[src/rtl/gba_cpu_pkg.sv]
// Shared types and constants for the ARM7TDMI exception entry logic.
package gba_cpu_pkg;

  localparam int unsigned XLEN    = 32;
  localparam int unsigned MODE_W  = 5;
  localparam int unsigned NUM_EXC = 6;
  localparam int unsigned REG_W   = 4;

  localparam int unsigned CPSR_I = 7;
  localparam int unsigned CPSR_F = 6;
  localparam int unsigned CPSR_T = 5;

  // Exception ids match the bit positions of exc_req/exc_ack
  typedef enum logic [2:0] {
    EXC_SWI  = 3'd0,
    EXC_UND  = 3'd1,
    EXC_PABT = 3'd2,
    EXC_IRQ  = 3'd3,
    EXC_FIQ  = 3'd4,
    EXC_DABT = 3'd5
  } exc_e;

  localparam logic [MODE_W-1:0] MODE_FIQ = 5'b10001;
  localparam logic [MODE_W-1:0] MODE_IRQ = 5'b10010;
  localparam logic [MODE_W-1:0] MODE_SVC = 5'b10011;
  localparam logic [MODE_W-1:0] MODE_ABT = 5'b10111;
  localparam logic [MODE_W-1:0] MODE_UND = 5'b11011;

  localparam logic [7:0] VEC_UND  = 8'h04;
  localparam logic [7:0] VEC_SWI  = 8'h08;
  localparam logic [7:0] VEC_PABT = 8'h0C;
  localparam logic [7:0] VEC_DABT = 8'h10;
  localparam logic [7:0] VEC_IRQ  = 8'h18;
  localparam logic [7:0] VEC_FIQ  = 8'h1C;

  // SVC mode, IRQ and FIQ disabled, ARM state
  localparam logic [XLEN-1:0] BOOT_CPSR_VAL = {24'h0, 1'b1, 1'b1, 1'b0, MODE_SVC};

  localparam logic [REG_W-1:0] REG_LR = 4'd14;
  localparam logic [REG_W-1:0] REG_PC = 4'd15;

  typedef enum logic [2:0] {
    ST_BOOT_CPSR  = 3'd0,
    ST_BOOT_PC    = 3'd1,
    ST_IDLE       = 3'd2,
    ST_WRITE_CPSR = 3'd3,
    ST_WRITE_LR   = 3'd4,
    ST_LOAD_PC    = 3'd5
  } state_e;

  function automatic logic [MODE_W-1:0] exc_mode(input exc_e e);
    case (e)
      EXC_DABT, EXC_PABT: return MODE_ABT;
      EXC_FIQ:            return MODE_FIQ;
      EXC_IRQ:            return MODE_IRQ;
      EXC_UND:            return MODE_UND;
      default:            return MODE_SVC;
    endcase
  endfunction

  function automatic logic [7:0] exc_vector(input exc_e e);
    case (e)
      EXC_DABT: return VEC_DABT;
      EXC_FIQ:  return VEC_FIQ;
      EXC_IRQ:  return VEC_IRQ;
      EXC_PABT: return VEC_PABT;
      EXC_UND:  return VEC_UND;
      default:  return VEC_SWI;
    endcase
  endfunction

endpackage

[src/rtl/exception_priority_encoder.sv]
// Fixed-priority pick of the highest pending exception: DABT > FIQ > IRQ > PABT > UND > SWI.
module exception_priority_encoder
  import gba_cpu_pkg::*;
(
  input  logic [NUM_EXC-1:0] i_req,
  output logic [NUM_EXC-1:0] o_onehot,
  output exc_e               o_exc,
  output logic               o_valid
);

  // Scan upward so the highest set bit overrides lower ones
  always_comb begin
    o_onehot = '0;
    o_exc    = EXC_SWI;
    o_valid  = |i_req;
    for (int i = 0; i < NUM_EXC; i++) begin
      if (i_req[i]) begin
        o_onehot    = '0;
        o_onehot[i] = 1'b1;
        o_exc       = exc_e'(3'(i));
      end
    end
  end

endmodule

[src/rtl/exception_sequencer.sv]
// Boot and exception-entry sequencer driving the register file write port, one write per cycle.
module exception_sequencer
  import gba_cpu_pkg::*;
#(
  parameter logic [31:0] VECTOR_BASE = 32'h0000_0000
) (
  input  logic                clk,
  input  logic                reset_n,
  input  logic [NUM_EXC-1:0]  exc_req,
  input  logic                instr_boundary,
  input  logic [XLEN-1:0]     cpsr_in,
  input  logic [XLEN-1:0]     pc_in,
  output logic                busy,
  output logic                flush,
  output logic [NUM_EXC-1:0]  exc_ack,
  output logic                gpr_write,
  output logic [REG_W-1:0]    gpr_write_sel,
  output logic [XLEN-1:0]     gpr_write_data,
  output logic                cpsr_write,
  output logic [XLEN-1:0]     cpsr_data,
  output logic                spsr_write,
  output logic [MODE_W-1:0]   spsr_mode,
  output logic [XLEN-1:0]     spsr_data
);

  state_e               r_state;
  exc_e                 r_exc;
  logic [NUM_EXC-1:0]   r_onehot;
  logic [XLEN-1:0]      r_cpsr;
  logic [XLEN-1:0]      r_pc;

  state_e               w_next_state;
  logic [NUM_EXC-1:0]   w_masked;
  logic [NUM_EXC-1:0]   w_win_onehot;
  exc_e                 w_win_exc;
  logic                 w_win_valid;
  logic                 w_latch;
  logic                 w_busy;
  logic [NUM_EXC-1:0]   w_ack;
  logic                 w_gpr_write;
  logic [REG_W-1:0]     w_gpr_sel;
  logic [XLEN-1:0]      w_gpr_data;
  logic                 w_cpsr_write;
  logic [XLEN-1:0]      w_cpsr_data;
  logic                 w_spsr_write;
  logic [MODE_W-1:0]    w_spsr_mode;
  logic [XLEN-1:0]      w_spsr_data;

  function automatic logic [XLEN-1:0] lr_offset(input exc_e e, input logic thumb);
    if (!thumb) return (e == EXC_DABT) ? 32'd0 : 32'hFFFF_FFFC;
    case (e)
      EXC_DABT:         return 32'd4;
      EXC_SWI, EXC_UND: return 32'hFFFF_FFFE;
      default:          return 32'd0;
    endcase
  endfunction

  function automatic logic [XLEN-1:0] entry_cpsr(input logic [XLEN-1:0] old, input exc_e e);
    logic [XLEN-1:0] c;
    c          = old;
    c[4:0]     = exc_mode(e);
    c[CPSR_T]  = 1'b0;
    c[CPSR_I]  = 1'b1;
    if (e == EXC_FIQ) c[CPSR_F] = 1'b1;
    return c;
  endfunction

  assign w_masked = exc_req & ~{1'b0, cpsr_in[CPSR_F], cpsr_in[CPSR_I], 3'b000};

  exception_priority_encoder u_prio (
    .i_req    (w_masked),
    .o_onehot (w_win_onehot),
    .o_exc    (w_win_exc),
    .o_valid  (w_win_valid)
  );

  // The SPSR save is issued on the accept edge itself, so IDLE hands off straight to WRITE_CPSR
  always_comb begin
    w_next_state = r_state;
    w_latch      = 1'b0;
    w_busy       = 1'b1;
    w_ack        = '0;
    w_gpr_write  = 1'b0;
    w_gpr_sel    = '0;
    w_gpr_data   = '0;
    w_cpsr_write = 1'b0;
    w_cpsr_data  = '0;
    w_spsr_write = 1'b0;
    w_spsr_mode  = '0;
    w_spsr_data  = '0;
    case (r_state)
      ST_BOOT_CPSR: begin
        w_cpsr_write = 1'b1;
        w_cpsr_data  = BOOT_CPSR_VAL;
        w_next_state = ST_BOOT_PC;
      end
      ST_BOOT_PC: begin
        w_gpr_write  = 1'b1;
        w_gpr_sel    = REG_PC;
        w_gpr_data   = VECTOR_BASE;
        w_next_state = ST_IDLE;
      end
      ST_IDLE: begin
        w_busy = 1'b0;
        if (instr_boundary && w_win_valid) begin
          w_latch      = 1'b1;
          w_busy       = 1'b1;
          w_spsr_write = 1'b1;
          w_spsr_mode  = exc_mode(w_win_exc);
          w_spsr_data  = cpsr_in;
          w_next_state = ST_WRITE_CPSR;
        end
      end
      ST_WRITE_CPSR: begin
        w_cpsr_write = 1'b1;
        w_cpsr_data  = entry_cpsr(r_cpsr, r_exc);
        w_next_state = ST_WRITE_LR;
      end
      ST_WRITE_LR: begin
        w_gpr_write  = 1'b1;
        w_gpr_sel    = REG_LR;
        w_gpr_data   = r_pc + lr_offset(r_exc, r_cpsr[CPSR_T]);
        w_next_state = ST_LOAD_PC;
      end
      ST_LOAD_PC: begin
        w_gpr_write  = 1'b1;
        w_gpr_sel    = REG_PC;
        w_gpr_data   = VECTOR_BASE + 32'(exc_vector(r_exc));
        w_ack        = r_onehot;
        w_next_state = ST_IDLE;
      end
      default: w_next_state = ST_BOOT_CPSR;
    endcase
  end

  always_ff @(posedge clk or negedge reset_n) begin
    if (!reset_n) r_state <= ST_BOOT_CPSR;
    else          r_state <= w_next_state;
  end

  // Winner and context captured at acceptance; later input changes cannot disturb the entry
  always_ff @(posedge clk or negedge reset_n) begin
    if (!reset_n) begin
      r_exc    <= EXC_SWI;
      r_onehot <= '0;
      r_cpsr   <= '0;
      r_pc     <= '0;
    end else if (w_latch) begin
      r_exc    <= w_win_exc;
      r_onehot <= w_win_onehot;
      r_cpsr   <= cpsr_in;
      r_pc     <= pc_in;
    end
  end

  always_ff @(posedge clk or negedge reset_n) begin
    if (!reset_n) begin
      busy           <= 1'b1;
      exc_ack        <= '0;
      gpr_write      <= 1'b0;
      gpr_write_sel  <= '0;
      gpr_write_data <= '0;
      cpsr_write     <= 1'b0;
      cpsr_data      <= '0;
      spsr_write     <= 1'b0;
      spsr_mode      <= '0;
      spsr_data      <= '0;
    end else begin
      busy           <= w_busy;
      exc_ack        <= w_ack;
      gpr_write      <= w_gpr_write;
      gpr_write_sel  <= w_gpr_sel;
      gpr_write_data <= w_gpr_data;
      cpsr_write     <= w_cpsr_write;
      cpsr_data      <= w_cpsr_data;
      spsr_write     <= w_spsr_write;
      spsr_mode      <= w_spsr_mode;
      spsr_data      <= w_spsr_data;
    end
  end

  assign flush = busy;

endmodule

[config.mk]
export PLATFORM = sky130hd
export DESIGN_NAME = exception_sequencer
export DESIGN_NICKNAME = d
export VERILOG_FILES = /design/src/rtl/gba_cpu_pkg.sv /design/src/rtl/exception_priority_encoder.sv /design/src/rtl/exception_sequencer.sv
export SDC_FILE = /design/constraint.sdc
export NUM_CORES = 1
export LEC_CHECK = 0
export ABC_AREA = 1
export CORE_AREA = 2 2 181 112
export DETAILED_ROUTE_END_ITERATION = 12
export DIE_AREA = 0 0 183 114
export GPL_TIMING_DRIVEN = 0
export PLACE_DENSITY = 0.75
export SETUP_SLACK_MARGIN = 0.1
export SYNTH_ARGS = -nofsm -noshare
export SYNTH_HDL_FRONTEND = slang
export SYNTH_HIERARCHICAL = 1
export SYNTH_SLANG_ARGS = --single-unit
[constraint.sdc]
create_clock -name clk -period 3.32 [get_ports clk]
set_clock_uncertainty 0.2 [all_clocks]
set_input_delay 0.332 -clock clk [delete_from_list [all_inputs] [get_ports clk]]
set_output_delay 0.332 -clock clk [all_outputs]
set_load 0.02 [all_outputs]
==> flow_summary.json <==
{
  "cts_tree": "built",
  "worst_pin_slew_ns": 0.5934,
  "layout-drive-gt1-share_pct": 7.260,
  "crit_arrival_ns": 3.12,
  "synth_edf_count": 0,
  "globalplace.congestion": 0.9069,
  "die_y_um": 114,
  "min_to": "spsr_data[1]",
  "avgSynthCellArea_um2": 8.050,
  "rows": 40,
  "drt-pass1-iter-count": 5,
  "slew_headroom_pct": 60.44,
  "drt_iter0_markers": 611,
  "cp.required_ns": 3.49,
  "post_drt_wl_per_cell_um": 15.11,
  "cts_root_buffer": "clkbuf_16",
  "setup_violations": 0,
  "dieArea_mm2": 0.02086,
  "synth_top_area_cell": "dfrtp_1",
  "synthTopCellsByCount": "316 x nand2_1, 186 x inv_1, 177 x dfrtp_1",
  "r2r_slack_ns": 0.37,
  "grt.overflow.total": 0,
  "place_ws_ns": -0.3622,
  "final_cell_area_mm2": 0.01143,
  "area_delta_synth_final_pct": 34.17,
  "clk_path_buf_depth": 2,
  "hold_viol_final": 0,
  "crit_start": "r_exc[0]",
  "fin_nets": 1372,
  "ys.flop_type": "dfrtp_1",
  "synth-adder-area-share_pct": 4.642,
  "synth.area.mux_share_pct": 0,
  "synthDistinctLibCells": 32,
  "core_mm2": 0.01942,
  "period_minus_slack_ns": 2.952,
  "leakage_nw": 6.015,
  "synth_top_family_by_area": "simple AND/OR/NAND/NOR gates",
  "cts_buffers": 17,
  "synth-seq-area-share_pct": 52.31,
  "fin_cells": 1533,
  "num_antenna_cells": 0,
  "yosys_warnings": 6,
  "ff2ff_path_depth": 14,
  "routed-via-count": 7207,
  "cts.htree.levels": 4,
  "power.density_mw_per_mm2": 1123,
  "cp-end-kind": "flop",
  "synth_compound_gate_area_share_pct": 7.228,
  "die_w_um": 183,
  "critical_path_class": "reg -> reg",
  "synth_top_area_share_pct": 52.01,
  "grt_max_degree": 103,
  "dp_cells": 1498,
  "cts.sinks": 178,
  "worst_slack_ns": 0.3682,
  "hp-class": "in -> reg",
  "synth_xor_area_share_pct": 0.6170,
  "worst_hold_slack_ns": 0.1933,
  "insertion_delay_ns": 0.45,
  "via_per_inst": 4.701,
  "hp-start": "cpsr_in[1]",
  "finalMaxSlewViolations": 0,
  "async_reset_ff_share_pct": 100.0,
  "r2r_start": "r_exc[0]",
  "antenna_found_initial": 0,
  "hpwl_mm": 17.70,
  "drcViolationCount": 0,
  "clk_pin_slew_worst_paths_ns": 0.07,
  "cp_max_fo": 14,
  "min_delay_path_depth": 3,
  "ant_nets": 0,
  "dpl_cell_area_mm2": 0.01074,
  "rsz0062_at_grt": "false",
  "worst_r2r_endpoint": "gpr_write_data[31]",
  "port_buffers": 187,
  "pin_count": 189,
  "peakVddDrop_mv": 0.5027,
  "start_kind": "flop",
  "syn_nets": 1162,
  "wl_mm": 23.16,
  "ys_seq_elements": 178,
  "status": "finished clean",
  "yosys.area_share.simple_pct": 24.50,
  "drv_cap": 0,
  "grt_pass1_wl_mm": 37.44,
  "synth_area_mm2": 0.008517,
  "finalCritPeriodShare_pct": 88.91,
  "track_usage_pct": 23.83,
  "synth_cells": 1058,
  "timing.fmax_ghz": 0.3388,
  "initial_utilization_pct": 43.86,
  "grt_pass1_vias": 6931,
  "synth_most_common_cell": "nand2_1",
  "synth_area_leaders": "dfrtp_1 52%, nand2_1 14%, inv_1 8.2%, nor2_1 5.6%, ha_1 4.4%"
}
[cell type report]
type	count	area [um2]
Buffer	30	193.9
Multi-Input combinational cell	661	3194
Inverter	190	713.2
Sequential cell	178	4456
Clock inverter	11	150.1
Tap cell	252	315.3
Timing Repair Buffer	190	1934
Fill cell	1731	7991
Clock buffer	21	470.5
[flip-flops by register name, indices dropped and copies added (netlist names)]
register,cells
gpr_write_data,32
r_exc,3
r_pc,32
r_onehot,6
exc_ack,6
spsr_data,32
cpsr_data,30
r_cpsr,26
spsr_mode,5
r_state,3
gpr_write,1
gpr_write_sel,1
busy,1
[placed cells by master, fill, tap and decap left out, types with 2 or more instances in the layout]
cell,n
nor2_1,126
nand3_1,35
xnor2_1,5
clkbuf_1,6
inv_6,3
o22ai_1,3
dfrtp_1,177
inv_2,4
a21oi_1,40
clkbuf_8,3
inv_1,186
clkinv_2,2
buf_4,10
nor2_2,18
nand2_1,315
o21bai_1,29
nand2_2,2
buf_6,4
o21ai_0,27
nor2_4,4
nor3_1,8
clkbuf_16,17
o21ai_4,2
ha_1,29
buf_2,11
clkinvlp_4,2
bufinv_16,3
nand4_1,4
a211oi_1,2
and2_1,4
clkdlybuf4s50_1,186
[routing by layer]
| layer | part of all wire (%) | global-route usage [%] |
|---|---|---|
| met4 | 1.3 | 6.507 |
| met1 | 52 | 38.20 |
| met2 | 37 | 31.11 |
| met3 | 8.9 | 6.258 |
| met5 | 0 | 0 |
[cell families (layout without fill, tap and decap cells)]
kind of cell | Yosys count | after routing
AO/OA/AOI/OAI | 105 | 106
XOR/XNOR | 6 | 6
adder cells (fa/ha/maj) | 31 | 31
buffers and inverters | 220 | 442
flip-flops | 178 | 178
other | 1 | 1
AND/OR/NAND/NOR | 517 | 517
[worst max-delay path by stage]
stage          slack [ns]                  to
4_1_cts              0.22  gpr_write_data[27]
6_report             0.37  gpr_write_data[31]
2_1_floorplan        0.41  gpr_write_data[29]
3_5_place_dp        -0.36  gpr_write_data[21]
3_3_place_gp        -5.41  gpr_write_data[20]
5_1_grt              0.17  gpr_write_data[31]
[where the power goes]
part           internal, mW  switching, mW
sequential             2.84          0.322
combinational          2.61           4.93
clock                  1.25          0.874
[critical path, stage by stage, from the launching register on]
cell and delay [ns]:
dfrtp_1 0.41, inv_1 0.12, nor2_4 0.23, o21ai_4 0.11, buf_12 0.16, ha_1 0.40
nand2_1 0.13, nor2_1 0.22, inv_1 0.10, nor3_1 0.25, and2_1 0.17, nand2_1 0.07
nand3_1 0.08, nand2_1 0.05, nor2_1 0.14
[metrics by stage]
step           util, %  total power [mW]  TNS, ns
2_1_floorplan        -             8.016        0
3_3_place_gp     55.14             10.32  -961.56
3_5_place_dp     55.31             10.41   -4.571
4_1_cts          58.65             12.65        0
5_1_grt          58.85             13.93        0
6_report         58.85             12.83        0
[timing repair]
| action | 4_1_cts | 5_1_grt |
|---|---|---|
| hold buffers | 1 | 0 |
| setup buffers | 0 | 1 |
| hold endpoints to repair | 76 | 0 |
| resized for setup | 2 | 4 |
| setup endpoints to repair | 26 | 20 |
| gates cloned | 1 | 0 |
| pin swaps | 0 | 1 |
Note: power is estimated with default switching activity, not from simulation.
